`src/rtl/alu_pkg.sv`:
```
// Purpose: shared types and constants for the ALU execute stage.
// Latency: n/a (types only).
// Backpressure: n/a (types only).
//
// Contents: operation codes, FSM state encoding, BCD nibble constants and
// a helper that identifies the ops eligible for decimal adjust.
package alu_pkg;

  typedef enum logic [3:0] {
    OP_ADC = 4'd0,
    OP_SBC = 4'd1,
    OP_AND = 4'd2,
    OP_ORA = 4'd3,
    OP_EOR = 4'd4,
    OP_ASL = 4'd5,
    OP_LSR = 4'd6,
    OP_ROL = 4'd7,
    OP_ROR = 4'd8,
    OP_INC = 4'd9,
    OP_DEC = 4'd10,
    OP_CMP = 4'd11,
    OP_BIT = 4'd12
  } alu_op_t;

  typedef enum logic [1:0] {
    IDLE = 2'd0,
    EXEC = 2'd1,
    ADJ  = 2'd2,
    DONE = 2'd3
  } alu_state_t;

  localparam int BCD_NIBBLE = 4;
  localparam int BCD_LIMIT  = 9;

  // Only add/subtract honour the decimal flag.
  function automatic logic is_bcd_op(input logic [3:0] op);
    return (op == OP_ADC) || (op == OP_SBC);
  endfunction

endpackage

```
`src/rtl/bcd_adjust.sv`:
```
// Purpose: combinational BCD add/subtract, nibble by nibble with a decimal carry chain.
// Latency: 0 cycles (pure combinational).
// Backpressure: none; output follows inputs.
//
// Ports:
//   a, b      : packed-BCD operands (WIDTH bits, WIDTH a multiple of 4)
//   carry_in  : C flag (carry for add, not-borrow for subtract)
//   subtract  : 0 = A+B+C, 1 = A-B-(1-C)
//   result    : packed-BCD result
//   carry_out : decimal carry (add) / not-borrow (subtract)
module bcd_adjust
  import alu_pkg::*;
#(
  parameter int WIDTH = 8
) (
  input  logic [WIDTH-1:0] a,
  input  logic [WIDTH-1:0] b,
  input  logic             carry_in,
  input  logic             subtract,
  output logic [WIDTH-1:0] result,
  output logic             carry_out
);

  localparam int NIBBLES = WIDTH / BCD_NIBBLE;

  logic       c;
  logic [4:0] s;
  logic [3:0] an;
  logic [3:0] bn;

  always_comb begin
    c      = carry_in;
    s      = '0;
    an     = '0;
    bn     = '0;
    result = '0;
    for (int i = 0; i < NIBBLES; i++) begin
      an = a[i*BCD_NIBBLE +: BCD_NIBBLE];
      bn = b[i*BCD_NIBBLE +: BCD_NIBBLE];
      if (!subtract) begin
        // Digit sum above 9 skips the six unused codes and carries.
        s = {1'b0, an} + {1'b0, bn} + {4'b0, c};
        if (s > 5'(BCD_LIMIT)) begin
          s = s + 5'd6;
          c = 1'b1;
        end else begin
          c = 1'b0;
        end
      end else begin
        // Bit 4 of the 5-bit difference is the digit borrow.
        s = {1'b0, an} - {1'b0, bn} - {4'b0, ~c};
        if (s[4]) begin
          s = s - 5'd6;
          c = 1'b0;
        end else begin
          c = 1'b1;
        end
      end
      result[i*BCD_NIBBLE +: BCD_NIBBLE] = s[3:0];
    end
    carry_out = c;
  end

endmodule

```
`src/rtl/alu_exec_unit.sv`:
```
// Purpose: multi-cycle 6502-style ALU stage feeding the status register.
// Latency: start to done 2 cycles (binary), 3 cycles (decimal ADC/SBC).
// Backpressure: start ignored while busy; accepted in IDLE and in the DONE cycle.
//
// Ports:
//   clk, reset                    : clock, synchronous active-high reset
//   start, op, a_in, b_in         : request and operands (latched on accept)
//   carry_in, overflow_in         : current C / V flags
//   decimal_in                    : D flag (ADC/SBC only)
//   busy, done                    : in-flight indicator, one-cycle completion pulse
//   result, write_result          : registered result, accumulator write enable
//   carry_out, zero_out,
//   negative_out, overflow_out    : registered flags for the status register
module alu_exec_unit
  import alu_pkg::*;
#(
  parameter int WIDTH = 8  // must be a multiple of 4 for BCD
) (
  input  logic             clk,
  input  logic             reset,
  input  logic             start,
  input  logic [3:0]       op,
  input  logic [WIDTH-1:0] a_in,
  input  logic [WIDTH-1:0] b_in,
  input  logic             carry_in,
  input  logic             overflow_in,
  input  logic             decimal_in,
  output logic             busy,
  output logic             done,
  output logic [WIDTH-1:0] result,
  output logic             write_result,
  output logic             carry_out,
  output logic             zero_out,
  output logic             negative_out,
  output logic             overflow_out
);

  localparam int MSB = WIDTH - 1;

  alu_state_t state, state_nxt;

  // Operand latches
  logic [3:0]       op_q;
  logic [WIDTH-1:0] a_q;
  logic [WIDTH-1:0] b_q;
  logic             c_q;
  logic             v_q;
  logic             d_q;

  // Binary flags kept across the adjust cycle
  logic bin_z_q;
  logic bin_n_q;
  logic bin_v_q;

  logic accept;
  logic dec_path;

  // Binary datapath
  logic [WIDTH-1:0] add_b;
  logic             add_c;
  logic [WIDTH:0]   sum;
  logic [WIDTH-1:0] x_res;
  logic             x_c;
  logic             x_z;
  logic             x_n;
  logic             x_v;
  logic             x_wr;

  logic [WIDTH-1:0] bcd_res;
  logic             bcd_c;

  assign dec_path = d_q && is_bcd_op(op_q);

  // ---------------- FSM next-state / outputs ----------------
  always_comb begin
    state_nxt = state;
    busy      = 1'b0;
    done      = 1'b0;
    accept    = 1'b0;
    case (state)
      IDLE: begin
        if (start) begin
          accept    = 1'b1;
          state_nxt = EXEC;
        end
      end
      EXEC: begin
        busy      = 1'b1;
        state_nxt = dec_path ? ADJ : DONE;
      end
      ADJ: begin
        busy      = 1'b1;
        state_nxt = DONE;
      end
      DONE: begin
        done = 1'b1;
        if (start) begin
          accept    = 1'b1;
          state_nxt = EXEC;
        end else begin
          state_nxt = IDLE;
        end
      end
      default: state_nxt = IDLE;
    endcase
  end

  // ---------------- Binary execute ----------------
  // One shared adder: ADC uses B, SBC/CMP use ~B; CMP forces carry-in high.
  always_comb begin
    add_b = b_q;
    add_c = c_q;
    if (op_q == OP_SBC || op_q == OP_CMP) add_b = ~b_q;
    if (op_q == OP_CMP) add_c = 1'b1;
    sum = {1'b0, a_q} + {1'b0, add_b} + {{WIDTH{1'b0}}, add_c};
  end

  always_comb begin
    x_res = a_q;
    x_c   = c_q;
    x_v   = v_q;
    x_wr  = 1'b0;
    case (op_q)
      OP_ADC, OP_SBC: begin
        x_res = sum[MSB:0];
        x_c   = sum[WIDTH];
        x_v   = (a_q[MSB] == add_b[MSB]) && (sum[MSB] != a_q[MSB]);
        x_wr  = 1'b1;
      end
      OP_CMP: begin
        x_res = sum[MSB:0];
        x_c   = sum[WIDTH];
      end
      OP_AND: begin x_res = a_q & b_q; x_wr = 1'b1; end
      OP_ORA: begin x_res = a_q | b_q; x_wr = 1'b1; end
      OP_EOR: begin x_res = a_q ^ b_q; x_wr = 1'b1; end
      OP_ASL: begin x_res = {a_q[MSB-1:0], 1'b0}; x_c = a_q[MSB]; x_wr = 1'b1; end
      OP_LSR: begin x_res = {1'b0, a_q[MSB:1]};   x_c = a_q[0];   x_wr = 1'b1; end
      OP_ROL: begin x_res = {a_q[MSB-1:0], c_q};  x_c = a_q[MSB]; x_wr = 1'b1; end
      OP_ROR: begin x_res = {c_q, a_q[MSB:1]};    x_c = a_q[0];   x_wr = 1'b1; end
      OP_INC: begin x_res = a_q + WIDTH'(1); x_wr = 1'b1; end
      OP_DEC: begin x_res = a_q - WIDTH'(1); x_wr = 1'b1; end
      OP_BIT: begin
        x_res = a_q & b_q;
        x_v   = b_q[MSB-1];
      end
      default: ;  // unused encodings: pass A, flags through, no write
    endcase
    // BIT takes N from the memory operand rather than the result.
    x_z = (x_res == '0);
    x_n = (op_q == OP_BIT) ? b_q[MSB] : x_res[MSB];
  end

  // ---------------- Decimal adjust ----------------
  bcd_adjust #(.WIDTH(WIDTH)) u_bcd_adjust (
    .a         (a_q),
    .b         (b_q),
    .carry_in  (c_q),
    .subtract  (op_q == OP_SBC),
    .result    (bcd_res),
    .carry_out (bcd_c)
  );

  // ---------------- Registers ----------------
  always_ff @(posedge clk) begin
    if (reset) begin
      state        <= IDLE;
      op_q         <= '0;
      a_q          <= '0;
      b_q          <= '0;
      c_q          <= 1'b0;
      v_q          <= 1'b0;
      d_q          <= 1'b0;
      bin_z_q      <= 1'b0;
      bin_n_q      <= 1'b0;
      bin_v_q      <= 1'b0;
      result       <= '0;
      write_result <= 1'b0;
      carry_out    <= 1'b0;
      zero_out     <= 1'b0;
      negative_out <= 1'b0;
      overflow_out <= 1'b0;
    end else begin
      state <= state_nxt;

      if (accept) begin
        op_q <= op;
        a_q  <= a_in;
        b_q  <= b_in;
        c_q  <= carry_in;
        v_q  <= overflow_in;
        d_q  <= decimal_in;
      end

      if (state == EXEC) begin
        if (dec_path) begin
          // Visible outputs keep the previous op until the adjust completes.
          bin_z_q <= x_z;
          bin_n_q <= x_n;
          bin_v_q <= x_v;
        end else begin
          result       <= x_res;
          write_result <= x_wr;
          carry_out    <= x_c;
          zero_out     <= x_z;
          negative_out <= x_n;
          overflow_out <= x_v;
        end
      end

      if (state == ADJ) begin
        // Z/N/V follow the binary result (NMOS behaviour).
        result       <= bcd_res;
        write_result <= 1'b1;
        carry_out    <= bcd_c;
        zero_out     <= bin_z_q;
        negative_out <= bin_n_q;
        overflow_out <= bin_v_q;
      end
    end
  end

endmodule
```
`config.mk`:
```
export PLATFORM = sky130hd
export DESIGN_NAME = alu_exec_unit
export DESIGN_NICKNAME = d
export VERILOG_FILES = /design/src/rtl/alu_pkg.sv /design/src/rtl/bcd_adjust.sv /design/src/rtl/alu_exec_unit.sv
export SDC_FILE = /design/constraint.sdc
export NUM_CORES = 1
export LEC_CHECK = 0
export ABC_AREA = 1
export CORE_ASPECT_RATIO = 0.9
export CORE_MARGIN = 3
export CORE_UTILIZATION = 33
export CTS_CLUSTER_DIAMETER = 50
export DETAILED_ROUTE_END_ITERATION = 10
export SLEW_MARGIN = 0
export SYNTH_ARGS = -nofsm -noshare
export SYNTH_HDL_FRONTEND = slang
export SYNTH_SLANG_ARGS = --single-unit
```
`constraint.sdc`:
```
create_clock -name clk -period 4 [get_ports clk]
set_input_delay 0.4 -clock clk [delete_from_list [all_inputs] [get_ports clk]]
set_output_delay 0.4 -clock clk [all_outputs]
set_load 0.005 [all_outputs]
```
==> key figures, run 1 <==
Power and ir drop
  • Final Power: ~5.3 mW
  • Switching Fraction: 0.523
  • Clock group share of total power: 0.082
  • Max IR drop VDD: around 0.45 mV
  • Logic pwr share: 0.786
  • Leak pwr: around 2.7 nW
  • Pint: between 2 and 3 mW
  • Power Density: just under 1000 mW/mm^2
  • Psw: 2.78 mW
  • Sequential share of power: 0.132

Worst setup path
  • Maximum fanout along the worst path: 4
  • Largest stage delay, worst path: around 0.46 ns
  • Crit end category: register
  • Buffer and inverter count on the worst path: 6
  • Critical path startpoint category: register
  • Crit path kind: reg2reg
  • Crit path max-delay family: adder cells
  • WP data arrival: approximately 4 ns
  • WP data required: between 4 and 5 ns
  • Critical path cell sequence: inv_2 -> fa_2 -> inv_2 -> fa_2 -> inv_4 -> ha_4 -> inv_2 -> a21oi_2 -> nand3b_1 -> nand3_2 -> o21ai_4 -> fa_2 -> inv_2 -> fa_2 -> xnor2_4 -> ha_4 -> nand2_4 -> nand3_4 -> buf_6 -> nand3_1 -> nand3_1 -> nand3_1 -> nand3_1 -> a21oi_1
  • Slowest stage cell, crit path: fa_2

Detailed routing
  • DR vias/cell: slightly above 5
  • DRT Pass-1 Iters: 5
  • DR DRC count: 0
  • Wire per inst: 14.7 um
  • Via count: ~4600
  • Final antenna-violating net count: 0
  • Drt first-iter violations: 312
  • Drt total wl: ~13000 um

GRT
  • Total gr overflow: 0
  • GR Util All Layers: 0.182
  • Largest net degree at the start of global routing: 30
  • Initial antenna violation count: 0
  • Global-route wire length before repair: between 20000 and 25000 um
  • Vias in the first global route: around 4500

Clock network
  • H-tree levels: 2
  • Root buffer cell: clkbuf_16
  • CTS tree: built
  • Clock Sinks: 41
  • Clock buffer count from CTS: 5
  • Later-pin clock latency in the skew report: approximately 0.29 ns
  • Clock Path Buffers: 2
  • Clock transition at path regs: approximately 0.060 ns

Synth
  • Synth area leader: dfxtp_1
  • Mapped Area: roughly 0.0044 mm^2
  • Most frequent cell after synthesis: nand2_1
  • Synth cell count leaders: nand2_1, inv_1, nand3_1, a21oi_1, ha_1
  • Synth Flop Type: dfxtp_1
  • Post-synth net total: between 700 and 800
  • Post-Synthesis Cells: 681
  • Yosys top cell area share: 0.186
  • EDFF count, synth: 0
  • Ys async rst share: 0
  • Syn Area/Cell: ~6.5 um^2
  • Yosys warns: 0
  • Top cells by area, synth: dfxtp_1, ha_1, nand2_1
  • Yosys cell types: 40
  • Sequential area share after synthesis: 0.186
  • Synth Register Bits: approximately 40

STA
  • Endpoints failing hold: 0
  • Fin crit share: 0.972
  • Setup ws final: around 0.11 ns
  • Final min period: approximately 3.9 ns
  • Worst slew pin tran: between 0.7 and 0.8 ns
  • Slew Limit Fails: 0
  • Slew margin rel.: 0.475
  • Max frequency: around 0.26 GHz
  • Setup-failing EPs final: 0
  • RSZ-0062 raised after global routing: true
  • Clock skew: about 0.0056 ns
  • WHS: ~0.46 ns

Worst hold path
  • Min-delay worst type: reg2reg

Layout
  • Antenna cell count: 0
  • Fin nets: 830
  • Layout area overhead: 25.1%
  • Layout cells sized above 1: 0.132
  • Final Util: 0.429
  • Multi-input logic area: roughly 0.0033 mm^2
  • Total area of sequential cells: between 800 and 900 um^2
  • Fill count: between 1000 and 1500

Job
  • Max cap viols: 0

Place
  • DP HPWL: 10600 um
  • Pre-CTS setup slack: -0.130 ns
  • RePlAce Congestion: slightly above 0.9
  • I/O Buffers: 40

Die
  • DIE AREA: 0.0148 mm^2
  • # IOs: 41
  • Die height: 116 um
  • Starting Density: 0.343
  • Row Count: 39
  • Die X-Extent: between 100 and 150 um
  • Core ar.: around 0.013 mm^2

Run status
  • Status: complete, no violations
-- timing repair --
action / in CTS / in global routing
resized for setup: 15 / 36
setup endpoints to repair: 4 / 4
hold buffers: 0 / 0
hold endpoints to repair: 0 / 0
pin swaps: 2 / 16
buffers inserted: 4 / 2
-- routing by layer --
layer | GRT usage | vias to the layer above | wire length [um]
met5 | 0 | - | 0
met4 | 0.0453 | 0 | 214
met3 | 0.0267 | 18 | 731
met2 | 0.287 | 134 | 5870
met1 | 0.264 | 2096 | 6530
li1 | - | 2347 | -
-- state kept, by name, summed over array words and instances, names as in the netlist --
register / count
b_q: 8
bin_v_q: 1
overflow_out: 1
write_result: 1
zero_out: 1
negative_out: 1
result: 8
a_q: 8
d_q: 1
bin_z_q: 1
state: 2
v_q: 1
carry_out: 1
c_q: 1
bin_n_q: 1
op_q: 4
-- metrics by stage --
step / std cells / setup TNS [ns] / cell area (um^2)
2_1_floorplan: 681 / 0 / 4420
3_3_place_gp: 895 / 0 / 5150
3_5_place_dp: 895 / -0.481 / 5150
4_1_cts: 907 / 0 / 5370
5_1_grt: 907 / -0.331 / 5520
6_report: 907 / 0 / 5520
-- kinds of logic (layout without fill, tap and decap cells) --
logic type	Yosys count	after routing	share of synthesized area
compound gates	128	128	0.162
flops	41	41	0.186
buf+inv	118	180	0.103
simple gates	312	312	0.315
xor+xnor	20	20	0.0397
fa+ha+maj	62	62	0.194
-- power groups by stage --
stage / clock network [mW] / logic (mW) / registers, mW
after detailed placement: 0 / 3.62 / 0.705
after global routing: 0.458 / 4.64 / 0.722
after floorplan: 0 / 2.48 / 0.700
after CTS: 0.439 / 3.76 / 0.699
after global placement: 0 / 3.55 / 0.705
final: 0.436 / 4.17 / 0.701
-- area by class of cell --
cell class	count	share of cell area
clock buffers	7	0.0276
clock inverters	1	0.000906
inverters	101	0.0691
multi-input cells	522	0.599
flip-flops and latches	41	0.149
well taps	164	0.0371
repair buffers	71	0.117
-- layout by cell type (no fill, tap or decap), types with 5 or more instances in the layout --
cell type        instances
a21oi_1                 50
buf_4                   27
clkbuf_16                5
clkdlybuf4s50_1         40
dfxtp_1                 38
fa_2                     7
ha_1                    47
inv_1                   87
inv_2                   12
nand2_1                159
nand2_2                  8
nand3_1                 62
nand3b_1                 8
nand4_1                 12
nor2_1                  42
nor2_2                   7
o211ai_1                 6
o21ai_0                 43
o21ai_1                  5
o21bai_1                 5
xor2_1                  16
-- path summary, 6_finish.rpt --
check | start | endpoint | slack, ns | depth (start not counted)
worst max register to register | a_q[0]$_SDFFE_PP0P_ | result[6]$_SDFFE_PP0P_ | 0.11 | 24
worst min-delay path | result[7]$_SDFFE_PP0P_ | result[7]$_SDFFE_PP0P_ | 0.46 | 2
worst min register to register | result[7]$_SDFFE_PP0P_ | result[7]$_SDFFE_PP0P_ | 0.46 | 2
worst max-delay path | a_q[0]$_SDFFE_PP0P_ | result[6]$_SDFFE_PP0P_ | 0.11 | 24
-- worst min-delay path: stages (launching register included) --
cell	delay [ns]
dfxtp_1	0.31
nand2_1	0.06
a21oi_1	0.05
Note: power is estimated with default switching activity, not from simulation.
==> run 2: changes to the inputs <==
--- a/config.mk
+++ b/config.mk
@@ -5,7 +5,6 @@
 export SDC_FILE = /design/constraint.sdc
 export NUM_CORES = 1
 export LEC_CHECK = 0
-export ABC_AREA = 1
 export CORE_ASPECT_RATIO = 0.9
 export CORE_MARGIN = 3
 export CORE_UTILIZATION = 33
==> key figures, run 2 <==
Power and ir drop
  • Leak pwr: 2.28 nW (was 2.71 nW)
  • Power Density: 739 mW/mm^2 (was 961 mW/mm^2)
  • Final Power: 4.21 mW (was 5.31 mW)
  • Max IR drop VDD: 0.303 mV (was 0.455 mV)

Synth
  • Yosys cell types: 70 (was 40)
  • EDFF count, synth: 0 (unchanged)
  • Yosys top cell area share: 0.180 (was 0.186)
  • Synth Register Bits: 41 (unchanged)
  • Synth cell count leaders: nand2_1, ha_1, a21oi_1, nor2_1, dfxtp_1 (was nand2_1, inv_1, nand3_1, a21oi_1, ha_1)
  • Post-Synthesis Cells: 602 (was 681)
  • Synth area leader: dfxtp_1 (unchanged)
  • Yosys warns: 0 (unchanged)
  • Synth Flop Type: dfxtp_1 (unchanged)
  • Sequential area share after synthesis: 0.180 (was 0.186)
  • Top cells by area, synth: dfxtp_1, ha_1, nand2_1 (unchanged)
  • Post-synth net total: 690 (was 769)
  • Most frequent cell after synthesis: nand2_1 (unchanged)
  • Syn Area/Cell: 7.59 um^2 (was 6.48 um^2)
  • Mapped Area: 0.00457 mm^2 (was 0.00441 mm^2)
  • Ys async rst share: 0 (unchanged)

Worst setup path
  • Reg2Reg Depth: 24 (unchanged)
  • Crit path kind: reg2reg (unchanged)
  • Crit path max-delay family: adder cells (unchanged)
  • Reg2reg setup slack: -0.26 ns (was 0.11 ns)
  • Slowest stage cell, crit path: fa_2 (unchanged)
  • Crit end category: register (unchanged)
  • R2r endpoint: carry_out$_SDFFE_PP0P_ (was result[6]$_SDFFE_PP0P_)
  • Critical path startpoint category: register (unchanged)
  • WP data required: 4.17 ns (was 4.21 ns)
  • Reg2reg start: a_q[0]$_SDFFE_PP0P_ (unchanged)
  • Buffer and inverter count on the worst path: 7 (was 6)
  • WP data arrival: 4.44 ns (was 4.10 ns)
  • Critical path cell sequence: inv_4 -> fa_2 -> inv_2 -> fa_2 -> inv_2 -> ha_4 -> nand2_2 -> a32o_1 -> o31a_1 -> nand2_1 -> o21ai_2 -> fa_2 -> inv_2 -> fa_2 -> inv_2 -> and3_4 -> a21o_1 -> o31ai_4 -> buf_4 -> buf_6 -> mux2i_1 -> a21oi_1 -> o21ai_1 -> a21oi_1 (was inv_2 -> fa_2 -> inv_2 -> fa_2 -> inv_4 -> ha_4 -> inv_2 -> a21oi_2 -> nand3b_1 -> nand3_2 -> o21ai_4 -> fa_2 -> inv_2 -> fa_2 -> xnor2_4 -> ha_4 -> nand2_4 -> nand3_4 -> buf_6 -> nand3_1 -> nand3_1 -> nand3_1 -> nand3_1 -> a21oi_1)
  • Maximum fanout along the worst path: 3 (was 4)
  • Largest stage delay, worst path: 0.44 ns (was 0.46 ns)

Place
  • RePlAce Congestion: 0.902 (was 0.934)
  • I/O Buffers: 40 (unchanged)
  • Cells after DPL: 822 (was 895)
  • DP HPWL: 11500 um (was 10600 um)
  • Pre-CTS setup slack: -0.251 ns (was -0.130 ns)

STA
  • Setup ws final: -0.262 ns (was 0.111 ns)
  • Worst slew pin tran: 0.847 ns (was 0.786 ns)
  • Slew margin rel.: 0.436 (was 0.475)
  • Slew Limit Fails: 0 (unchanged)
  • RSZ-0062 raised after global routing: true (unchanged)
  • Clock skew: 0.00452 ns (was 0.00560 ns)
  • Fin crit share: 1.07 (was 0.972)
  • Final min period: 4.26 ns (was 3.89 ns)
  • Endpoints failing hold: 0 (unchanged)
  • Max frequency: 0.235 GHz (was 0.257 GHz)
  • Setup-failing EPs final: 4 (was 0)

Clock network
  • H-tree levels: 2 (unchanged)
  • Clock Sinks: 41 (unchanged)
  • Clock buffer count from CTS: 5 (unchanged)
  • Clock transition at path regs: 0.06 ns (about the same)
  • Hold_buf cts: 0 (unchanged)
  • Root buffer cell: clkbuf_16 (unchanged)
  • CTS tree: built (unchanged)
  • Clock Path Buffers: 2 (unchanged)
  • Later-pin clock latency in the skew report: 0.29 ns (about the same)

Detailed routing
  • Via count: 4628 (was 4595)
  • Drt total wl: 14700 um (was 13300 um)
  • Drt first-iter violations: 349 (was 312)
  • DRT Pass-1 Iters: 5 (unchanged)
  • Wire per inst: 17.5 um (was 14.7 um)
  • DR DRC count: 0 (unchanged)
  • DR vias/cell: 5.52 (was 5.07)
  • Final antenna-violating net count: 0 (unchanged)

Layout
  • Fin nets: 758 (was 830)
  • Commonest non-fill, non-tap cells in the layout: nand2_1, buf_4, a21oi_1, ha_1, nor2_1 (was nand2_1, inv_1, nand3_1)
  • Final cell count without fillers: 838 (was 907)
  • Commonest non-fill, non-tap cell in the layout: nand2_1 (unchanged)
  • Layout cells sized above 1: 0.154 (was 0.132)
  • Final Util: 0.423 (was 0.429)
  • Top flop regs: a_q: 8 flops, b_q: 8 flops, result: 8 flops (unchanged)
  • Layout area overhead: 24.6% (was 25.1%)
  • Antenna cell count: 0 (unchanged)

Die
  • # IOs: 41 (unchanged)
  • Die height: 118 um (was 116 um)
  • Die X-Extent: 130 um (was 128 um)
  • Core ar.: 0.0135 mm^2 (was 0.0129 mm^2)
  • Starting Density: 0.339 (was 0.343)
  • Row Count: 40 (was 39)
  • DIE AREA: 0.0153 mm^2 (was 0.0148 mm^2)

Job
  • Max cap viols: 0 (unchanged)

Worst hold path
  • Hold_sp: overflow_out$_SDFFE_PP0P_ (was result[7]$_SDFFE_PP0P_)
  • Min-delay worst type: reg2reg (unchanged)
  • Hold Path End: overflow_out$_SDFFE_PP0P_ (was result[7]$_SDFFE_PP0P_)
  • Worst hold path stage count: 2 (unchanged)

GRT
  • Total gr overflow: 0 (unchanged)
  • Largest net degree at the start of global routing: 37 (was 30)
  • Global-route wire length before repair: 23900 um (was 21900 um)
  • Vias in the first global route: 4619 (was 4463)
  • GR Util All Layers: 0.192 (was 0.182)
  • Initial antenna violation count: 0 (unchanged)

Run status
  • Status: complete, but fails checks (was complete, no violations)
  • Violated checks: negative setup slack
[run 2: cell families (layout without fill, tap and decap cells)]
family / after synthesis / count (layout) / synth area share
and+or+nand+nor: 211 / 211 / 0.225
AOI/OAI and AO/OA: 175 / 175 / 0.256
muxes: 12 / 12 / 0.0266
buffers and inverters: 72 / 140 / 0.0693
DFF: 41 / 41 / 0.180
adders and majority gates: 62 / 62 / 0.188
xor gates and xnor gates: 29 / 29 / 0.0556
[run 2: worst reg2reg max path, stage by stage, from the launching register on]
cell and delay, ns:
dfxtp_4 0.35, inv_4 0.04, fa_2 0.39, inv_2 0.07, fa_2 0.44, inv_2 0.10
ha_4 0.13, nand2_2 0.04, a32o_1 0.19, o31a_1 0.26, nand2_1 0.09, o21ai_2 0.08
fa_2 0.36, inv_2 0.06, fa_2 0.42, inv_2 0.10, and3_4 0.18, a21o_1 0.13
o31ai_4 0.07, buf_4 0.16, buf_6 0.11, mux2i_1 0.12, a21oi_1 0.08, o21ai_1 0.10
a21oi_1 0.07
[run 2: per-stage QoR]
| stage | hold slack (ns) | setup TNS, ns | area [um^2] |
|---|---|---|---|
| after floorplan | 0.441 | -0.342 | 4650 |
| after global placement | 0.444 | -0.206 | 5430 |
| after detailed placement | 0.449 | -0.618 | 5430 |
| after CTS | 0.458 | -0.717 | 5630 |
| after global routing | 0.481 | -1.82 | 5690 |
| final | 0.451 | -0.994 | 5690 |
[run 2: final cells by class]
type	instances	area, um^2
well taps	168	210
multi-input cells	489	3550
clock inverters	1	8.76
fillers	1366	7770
flip-flops and latches	41	826
inverters	36	138
repair buffers	97	832
clock buffers	6	129
[run 2: worst max-delay path by stage]
stage	start	to	depth (start not counted)
3_5_place_dp	a_q[0]$_SDFFE_PP0P_	result[6]$_SDFFE_PP0P_	21
6_report	a_q[0]$_SDFFE_PP0P_	carry_out$_SDFFE_PP0P_	24
2_1_floorplan	a_q[0]$_SDFFE_PP0P_	result[6]$_SDFFE_PP0P_	21
3_3_place_gp	a_q[0]$_SDFFE_PP0P_	result[6]$_SDFFE_PP0P_	21
4_1_cts	a_q[0]$_SDFFE_PP0P_	result[6]$_SDFFE_PP0P_	21
5_1_grt	a_q[0]$_SDFFE_PP0P_	result[6]$_SDFFE_PP0P_	21
[run 2: what timing repair did]
item                                    CTS  global route
setup buffers                             5             4
pin swaps                                 7            10
endpoints found under the setup margin    4             5
gates resized for setup                   5            12
[run 2: report_power, final]
part	internal, mW	switching, mW
sequential	0.521	0.121
combinational	1.46	1.70
clock	0.230	0.177
total	2.21	2.00
[run 2: per-layer routing]
layer	share of wire	GRT usage
met2	0.46	0.309
met5	0	0
met1	0.46	0.270
met4	0.019	0.0435
met3	0.057	0.0304
